`config.mk`:
```
export PLATFORM = sky130hd
export DESIGN_NAME = oled_spi_arbiter
export DESIGN_NICKNAME = d
export VERILOG_FILES = /design/src/rtl/oled_spi_arbiter.sv
export SDC_FILE = /design/constraint.sdc
export NUM_CORES = 1
export LEC_CHECK = 0
export ABC_AREA = 1
export CORE_ASPECT_RATIO = 0.5
export CORE_MARGIN = 3
export CORE_UTILIZATION = 30
export DETAILED_ROUTE_END_ITERATION = 7
export GPL_TIMING_DRIVEN = 1
export HOLD_SLACK_MARGIN = 0.06
export PLACE_DENSITY_LB_ADDON = 0.3
export SLEW_MARGIN = 20
export SYNTH_ARGS = -nofsm -noshare
export SYNTH_HDL_FRONTEND = slang
export SYNTH_SLANG_ARGS = --single-unit
```
`constraint.sdc`:
```
create_clock -name clk_i -period 2.8 [get_ports clk_i]
set_clock_uncertainty 0.05 [all_clocks]
set_input_delay 0.42 -clock clk_i [delete_from_list [all_inputs] [get_ports clk_i]]
set_output_delay 0.42 -clock clk_i [all_outputs]
set_load 0.05 [all_outputs]
```
`src/rtl/oled_spi_arbiter.sv`:
```
// Two-port arbiter in front of a single SPI byte master: one byte transfer at a time,
// round-robin on ties, port 1 gated by init_done, watchdog abort on a lost completion.
module oled_spi_arbiter #(
  parameter int unsigned TIMEOUT_CYCLES = 1024,
  parameter int unsigned CNT_W          = 10
) (
  input  logic       clk_i,
  input  logic       reset_n_i,
  input  logic       init_done_i,
  input  logic       r0_send_i,
  input  logic [7:0] r0_data_i,
  input  logic       r0_dc_i,
  output logic       r0_done_o,
  input  logic       r1_send_i,
  input  logic [7:0] r1_data_i,
  input  logic       r1_dc_i,
  output logic       r1_done_o,
  output logic       spi_send_o,
  output logic [7:0] spi_data_o,
  output logic       dc_o,
  input  logic       spi_send_done_i,
  output logic       busy_o,
  output logic       timeout_o
);

  typedef enum logic [1:0] {StIdle, StIssue, StWait, StDone} state_e;

  localparam logic [CNT_W-1:0] WdLast = CNT_W'(TIMEOUT_CYCLES - 1);

  state_e           state_q, state_d;
  logic             owner_q, owner_d;
  logic             last_q, last_d;
  logic             to_q, to_d;
  logic [7:0]       data_q, data_d;
  logic             dc_q, dc_d;
  logic [CNT_W-1:0] wd_q, wd_d;
  logic [CNT_W-1:0] wd_inc;
  logic             elig0, elig1, win;

  assign elig0  = r0_send_i;
  assign elig1  = r1_send_i & init_done_i;
  // On a tie the port that did not finish last wins; a lone requester always wins.
  assign win    = elig1 & (~elig0 | ~last_q);
  assign wd_inc = wd_q + CNT_W'(1);

  always_comb begin
    state_d = state_q;
    owner_d = owner_q;
    last_d  = last_q;
    to_d    = to_q;
    data_d  = data_q;
    dc_d    = dc_q;
    wd_d    = wd_q;
    unique case (state_q)
      StIdle: begin
        if (elig0 | elig1) begin
          owner_d = win;
          data_d  = win ? r1_data_i : r0_data_i;
          dc_d    = win ? r1_dc_i : r0_dc_i;
          state_d = StIssue;
        end
      end
      StIssue: begin
        wd_d    = '0;
        to_d    = 1'b0;
        state_d = StWait;
      end
      StWait: begin
        if (spi_send_done_i) begin
          to_d    = 1'b0;
          state_d = StDone;
        end else begin
          wd_d = wd_inc;
          if (wd_inc == WdLast) begin
            to_d    = 1'b1;
            state_d = StDone;
          end
        end
      end
      StDone: begin
        last_d  = owner_q;
        state_d = StIdle;
      end
      default: state_d = StIdle;
    endcase
  end

  always_ff @(posedge clk_i or negedge reset_n_i) begin
    if (!reset_n_i) begin
      state_q <= StIdle;
      owner_q <= 1'b0;
      last_q  <= 1'b1;
      to_q    <= 1'b0;
      data_q  <= 8'h00;
      dc_q    <= 1'b0;
      wd_q    <= '0;
    end else begin
      state_q <= state_d;
      owner_q <= owner_d;
      last_q  <= last_d;
      to_q    <= to_d;
      data_q  <= data_d;
      dc_q    <= dc_d;
      wd_q    <= wd_d;
    end
  end

  assign spi_send_o = (state_q == StIssue);
  assign r0_done_o  = (state_q == StDone) & ~owner_q;
  assign r1_done_o  = (state_q == StDone) & owner_q;
  assign timeout_o  = (state_q == StDone) & to_q;
  assign busy_o     = (state_q != StIdle);
  assign spi_data_o = data_q;
  assign dc_o       = dc_q;

endmodule

```
Word-level counts from Yosys, hierarchy flattened
Cells that the tools add are included.
- add/subtract/negate cells: 1
- reduce and logical (&&, ||, !) cells: 7
- mux-type cells: 11
- $mul: 0
- shifts and indexed selects: 0
- bitwise operators: 10
- equality and inequality tests: 7
- div/mod/pow operators: 0
- $lt $le $gt $ge: 0
- operators with widths (kind ; number):
    $pmux 10 s2 ; 1
    $add 10x1->10 const B ; 1
    $eq 10x10->1 const B ; 1
    $mux 10 ; 1
    $mux 8 ; 1
    $pmux 2 s4 ; 1
    $reduce_and 2->1 ; 4
    $mux 2 ; 3
    $and 1x1->1 ; 5
    $eq 2x2->1 const B ; 2
    $ne 2x2->1 const B ; 2
    $reduce_bool 2->1 ; 2
    $mux 1 ; 3
    $ne 3x3->1 const B ; 1
    $not 1->1 ; 3
    $eq 2x1->1 const B ; 1
    $logic_not 2->1 ; 1
    $or 1x1->1 ; 2
    $pmux 1 s2 ; 1
- memories: 0
- latch bits: 0
- bits in writable memories: 0
- bits of input ports: 24
- bits in read-only memories: 0
- output and inout port bits: 14
- register bits after elaboration: 24
- word-level logic and storage cells: 43

Longest topological paths before layout
Gate-level depths: netlist of the first run.
- depth after elaboration: 5
- mapped depth: 13
- mapped depth without buffers: 13

Worst setup path after synthesis of the first run
Ideal clock, no wire load.
- path kind: reg-to-reg
- start point: register state_q[0]
- end point: register owner_q
- period minus slack after synthesis: 1.744 ns
- path buffers: 0
- setup time: 0.146 ns
- slack: 1.056 ns
- data arrival time: 1.548 ns
- cell stages (with the launch flop): 8
- required time: 2.604 ns
- cells stage by stage: dfrtp_1 > inv_1 > ha_1 > inv_1 > a21oi_2 > clkinv_1 > nand2_1 > o21ai_0
- cells in the longest elaborated chain, start to end: 2
- RTL lines (what ; line ; source):
    start, declared ; 30 ; state_e state_q, state_d;
    start signal, assigned ; 90 ; state_q <= StIdle;
    start signal, assigned ; 98 ; state_q <= state_d;
    $logic_not 2->1 ; 54 ; unique case (state_q)
    $reduce_and 2->1 (no source line) ; -- ;
    end signal, assigned ; 99 ; owner_q <= owner_d;
    end, declared ; 31 ; logic owner_q, owner_d;
No other way between the ends.
A chain may end at the register's enable or synchronous reset.

Worst setup path in the final report of the first run
- start point: register state_q[0]
- end point: output busy_o
- cells in the longest elaborated chain, start to end: 1
- RTL lines (what ; line ; source):
    $reduce_bool 2->1 ; 112 ; assign busy_o = (state_q != StIdle);
    end, declared ; 22 ; output logic busy_o,
No other way between the ends.

==> flow_metrics.tcl, run 1 <==
set metrics [dict create \
    required_ns 2.33 \
    p_switching_mw 0.802 \
    ys_ff_latch 24 \
    num-fill-cells 423 \
    dieHeight_um 53.5 \
    sequentialPowerShare_pct 32.0 \
    cp_max_fo 4 \
    pwr_density_cell_nw_per_um2 904 \
    rows 16 \
    diodes 0 \
    clk_path_buf_depth 2 \
    grt_pass1_wl_um 5530 \
    route.vias.total 1233 \
    grt_overflow 0 \
    setup_viol 0 \
    ios 38 \
    yosysSeqAreaShare_pct 44.4 \
    gp_congestion 0.806 \
    busiest_layer "met2" \
    finalCritPeriodShare_pct 85.5 \
    start_kind "register" \
    routedWlPerCell_um 12.0 \
    viasPerCell 4.60 \
    p_clk_share_pct 14.2 \
    drt-initial-drc-count 34 \
    outcome "completed" \
    final_cells 268 \
    p_leak_nw 0.838 \
    fin_hold_ws_ns 0.425 \
    tightest_slew_ns 0.506 \
    area_growth_syn_to_layout_pct 36.9 \
    synth_area_um2 1360 \
    critPathMaxStageDelay_ns 0.83 \
    wirelength_um 3220 \
    peakVddDrop_mv 0.430 \
    nNetsFinal 245 \
    initial_utilization_pct 32.9 \
    min_path_type "reg -> reg" \
    final_cell_mix "nand2_1 (48), clkdlybuf4s50_1 (37), dfrtp_1 (23), o21ai_0 (22), inv_1 (18)" \
    worst_ep_arrival_time_ns 1.92 \
    ys_warn_count 0 \
    crit_buf_inv 3 \
    use_met2_pct 22.9 \
    io_buffers 37 \
    placed_cells 264 \
    clkTransAtPathRegs_ns 0.08 \
    crit_family "buffers and inverters" \
    power_frac_comb_pct 53.7 \
    antenna_left 0 \
    rsz0062_at_grt "no" \
    clock_latency_ns 0.27 \
    final.setup.tns_ns 0 \
    cts_setup_buffers 0 \
    clock_sinks 24 \
    cp-end-kind "primary output" \
    antenna_found_initial 0 \
    crit_path_top_delay_cell "clkdlybuf4s50_1" \
    p_sw_share_pct 47.8 \
    cts_tree "yes" \
    die_area_um2 5410 \
    synth_nets 202 \
    grt_pass1_vias 1203 \
    slew_violations 0 \
    fmax_ghz 0.418 \
    crit_chain "inv_1, ha_1, inv_1, clkdlybuf4s50_1" \
    period_minus_slack_ns 2.39 \
    htreeDepth 1 \
    use_met1_pct 16.9 \
    dr.pass1.iters 5 \
    postSynthCellCount 172 \
    grt_max_degree 25 \
    layout_commonest_cell "nand2_1" \
    crit_type "reg -> out" \
    numCtsBuffers 3 \
    core_um2 4120 \
    drv_cap 0 \
    hold_buffers 0 \
    internal_power_mw 0.876 \
    cpMostUsedCell "inv_1" \
    synth_cell_types 23 \
    power_mw 1.68 \
    grt_usage_pct 13.1 \
    fin_util_pct 45.0 \
    cts_resized 0 \
    die_x_um 101 \
    drive_above_1_share_pct 9.81 \
    hold_viol_final 0 \
    avgSynthCellArea_um2 7.88 \
    relSlewSlack_pct 66.1 \
    clockRootBuffer "clkbuf_8" \
    place_hpwl_um 2500 \
    drc 0 \
    met3_usage_pct 3.82 \
]
metal layers:
| layer | share of wire, % | wire (um) |
|---|---|---|
| met3 | 4.0 | 129 |
| met4 | 0.65 | 21 |
| met1 | 47 | 1510 |
| met2 | 48 | 1550 |
| met5 | 0 | 0 |
logic make-up after synthesis:
kind of cell	synth area share, %
adder cells (fa/ha/maj)	5.54
flip-flops	44.4
buffers and inverters	5.82
AND/OR/NAND/NOR	28.7
XOR/XNOR	1.85
AO/OA/AOI/OAI	13.7
worst paths after layout:
kind / start / slack [ns] / cells after the start / endpoint
setup / recovery: state_q[0] / 0.41 / 4 / busy_o
hold / removal: last_q / 0.42 / 2 / last_q
setup reg to reg: state_q[0] / 0.91 / 8 / wd_q[2]
hold reg to reg: last_q / 0.42 / 2 / last_q
max in group asynchronous: reset_n_i / 1.95 / 2 / last_q
min in group asynchronous: reset_n_i / 0.46 / 2 / wd_q[1]
worst reg2reg max path: stages (launching register included):
cell and delay (ns):
dfrtp_1 0.42, inv_1 0.10, ha_1 0.19, inv_1 0.10, nor2_4 0.22, inv_1 0.14
nand2_1 0.24, inv_1 0.14, a22o_1 0.19
registers in the layout (all words and copies together), names as in the netlist:
register and flops:
last_q 1, to_q 1, wd_q 10, spi_data_o 8, state_q 2, dc_o 1, owner_q 1
per-stage QoR:
step                      cell area [um^2]  setup slack [ns]
after global routing                  1860             0.313
after floorplan                       1360              1.06
after CTS                             1860             0.406
after detailed placement              1800             0.661
after global placement                1800             0.699
final                                 1860             0.407
area by class of cell:
| type | instances | area (um^2) | share of cell area [%] |
|---|---|---|---|
| multi-input combinational | 127 | 674 | 36.3 |
| sequential | 24 | 602 | 32.4 |
| timing repair buffer | 38 | 378 | 20.4 |
| inverter | 21 | 78.8 | 4.25 |
| tap | 54 | 67.6 | 3.64 |
| clock buffer | 4 | 55.1 | 2.97 |
synthesized netlist by cell type:
cell type	n	share of area [%]
xor2_2	1	1.2
nand3_2	1	0.74
nand2_4	1	0.83
a22o_1	1	0.65
dfrtp_1	23	42
ha_1	6	5.5
nand3_1	12	4.4
a21oi_2	3	1.9
nor2_1	15	4.2
xor2_1	1	0.65
inv_2	1	0.28
nand4_1	1	0.46
o21bai_1	1	0.55
nor2_2	2	0.92
dfstp_2	1	1.9
o21ai_0	22	8.1
inv_1	18	5.0
clkinv_1	2	0.55
nand2_2	3	1.4
nand2_1	48	13
nor2_4	3	2.5
o21ai_1	4	1.5
o22ai_1	2	0.92
power by group through the flow:
stage	Combinational, mW	Clock (mW)	Sequential (mW)
floorplan	0.382	0	0.753
global placement	0.900	0	0.543
detailed placement	0.907	0	0.543
CTS	0.912	0.243	0.537
global route	0.984	0.260	0.554
finish	0.902	0.239	0.537
Note: power is estimated with default switching activity, not from simulation.
==> run 2: changes to the inputs <==
--- a/config.mk
+++ b/config.mk
@@ -13,6 +13,7 @@
 export GPL_TIMING_DRIVEN = 1
 export HOLD_SLACK_MARGIN = 0.06
 export PLACE_DENSITY_LB_ADDON = 0.3
+export SETUP_SLACK_MARGIN = 0.5
 export SLEW_MARGIN = 20
 export SYNTH_ARGS = -nofsm -noshare
 export SYNTH_HDL_FRONTEND = slang
==> run 2 against run 1 <==
Effect of this change:
- via count rose by 0.16%
- sequential share of layout area barely moved
- setup slack improved by 0.28 ns
- clock power barely moved
- critical path type unchanged
==> flow_metrics.tcl, run 2 (synthesis gave the netlist of run 1 again) <==
set metrics [dict create \
    outcome "completed" \
    nNetsFinal 245 \
    ios 38 \
    place_hpwl_um 2500 \
    finalCritPeriodShare_pct 75.6 \
    crit_type "reg -> out" \
    grt_usage_pct 13.1 \
    layout_commonest_cell "nand2_1" \
    rows 16 \
    hold_viol_final 0 \
    rsz0062_at_grt "no" \
    crit_path_top_delay_cell "dlygate4sd2_1" \
    clk_path_buf_depth 2 \
    drive_above_1_share_pct 9.81 \
    clock_latency_ns 0.27 \
    peakVddDrop_mv 0.430 \
    io_buffers 37 \
    crit_chain "inv_1, ha_1, inv_1, dlygate4sd2_1" \
    cts_tree "yes" \
    grt_overflow 0 \
    die_x_um 101 \
    grt_pass1_vias 1203 \
    worst_slack_ns 0.683 \
    final_cell_mix "nand2_1 (48), clkdlybuf4s50_1 (32), dfrtp_1 (23), o21ai_0 (22), inv_1 (18)" \
    multi_input_area_um2 674 \
    cts_setup_buffers 0 \
    worst_ep_arrival_time_ns 1.65 \
    cp_max_fo 4 \
    core_um2 4120 \
    antenna_left 0 \
    wirelength_um 3220 \
    dieHeight_um 53.5 \
    relSlewSlack_pct 66.1 \
    p_leak_nw 0.879 \
    pwr_density_cell_nw_per_um2 896 \
    die_area_um2 5410 \
    gp_congestion 0.806 \
    drv_cap 0 \
    route.vias.total 1235 \
    clock_sinks 24 \
    fmax_ghz 0.472 \
    crit_buf_inv 3 \
    clockRootBuffer "clkbuf_8" \
    period_minus_slack_ns 2.12 \
    cp-end-kind "primary output" \
    area_growth_syn_to_layout_pct 37.0 \
    num-fill-cells 420 \
    numCtsBuffers 3 \
    required_ns 2.33 \
    crit_family "buffers and inverters" \
    routedWlPerCell_um 12.0 \
    slew_violations 0 \
    drc 0 \
    dr.pass1.iters 4 \
    start_kind "register" \
    top_register "wd_q" \
    largest_register_ffs 10 \
    drt-initial-drc-count 36 \
    min_path_type "reg -> reg" \
    setup_viol 0 \
    initial_utilization_pct 32.9 \
    htreeDepth 1 \
    cpMostUsedCell "inv_1" \
    dp_slack_ns 0.661 \
    antenna_found_initial 0 \
    grt_pass1_wl_um 5530 \
    grt_max_degree 25 \
    viasPerCell 4.61 \
    final.setup.tns_ns 0 \
    power_mw 1.66 \
    fin_hold_ws_ns 0.425 \
    clkTransAtPathRegs_ns 0.08 \
    diodes 0 \
    tightest_slew_ns 0.506 \
    seq_area_um2 602 \
    critPathMaxStageDelay_ns 0.55 \
]
run 2: changes by cell type in the layout (fill, tap and decap cells not counted):
| cell | change |
|---|---|
| dlygate4sd2_1 | +3 |
| clkdlybuf4s50_1 | -5 |
| dlymetal6s2s_1 | +2 |
run 2: layout make-up:
cell class | count | share of cell area (%)
Sequential cell | 24 | 32.4
Inverter | 21 | 4.25
Tap cell | 54 | 3.64
Timing Repair Buffer | 38 | 20.4
Multi-Input combinational cell | 127 | 36.3
Clock buffer | 4 | 2.96
run 2: final timing paths:
path | from | slack, ns | cells past startpoint | endpoint
setup reg to reg | state_q[0] | 0.91 | 8 | wd_q[2]
max in group asynchronous | reset_n_i | 1.95 | 2 | last_q
hold / removal | last_q | 0.42 | 2 | last_q
setup / recovery | state_q[0] | 0.68 | 4 | busy_o
hold reg to reg | last_q | 0.42 | 2 | last_q
min in group asynchronous | reset_n_i | 0.46 | 2 | wd_q[1]
run 2: power breakdown:
part	leakage, nW	total [mW]	internal [mW]	switching, mW
combinational	0.541	0.888	0.280	0.608
clock	0.0288	0.239	0.126	0.113
sequential	0.309	0.537	0.457	0.0800
total	0.879	1.66	0.863	0.801
run 2: metal layers:
layer,wire [um],up-vias,part of all wire (%),GRT usage [%]
met1,1520,568,47,16.9
met5,0,-,0,0
li1,-,637,-,-
met3,132,2,4.1,3.82
met2,1550,28,48,22.9
met4,21,0,0.65,1.32
run 2: metrics by stage:
step	instances	area (um^2)	util [%]
2_1_floorplan	172	1360	-
3_3_place_gp	264	1800	43.7
3_5_place_dp	264	1800	43.7
4_1_cts	268	1850	44.9
5_1_grt	268	1860	45.0
6_report	268	1860	45.0
run 2: tightest hold or removal path, stage by stage, from the launching register on:
cell     delay [ns]
dfstp_2        0.38
nand2_1        0.05
nand2_1        0.04
run 2: what timing repair did:
action,in CTS,in global routing
endpoints found under the setup margin,3,2
hold buffers,0,0
pin swaps,0,0
hold endpoints to repair,0,0
resized for setup,3,2
cloned,0,0
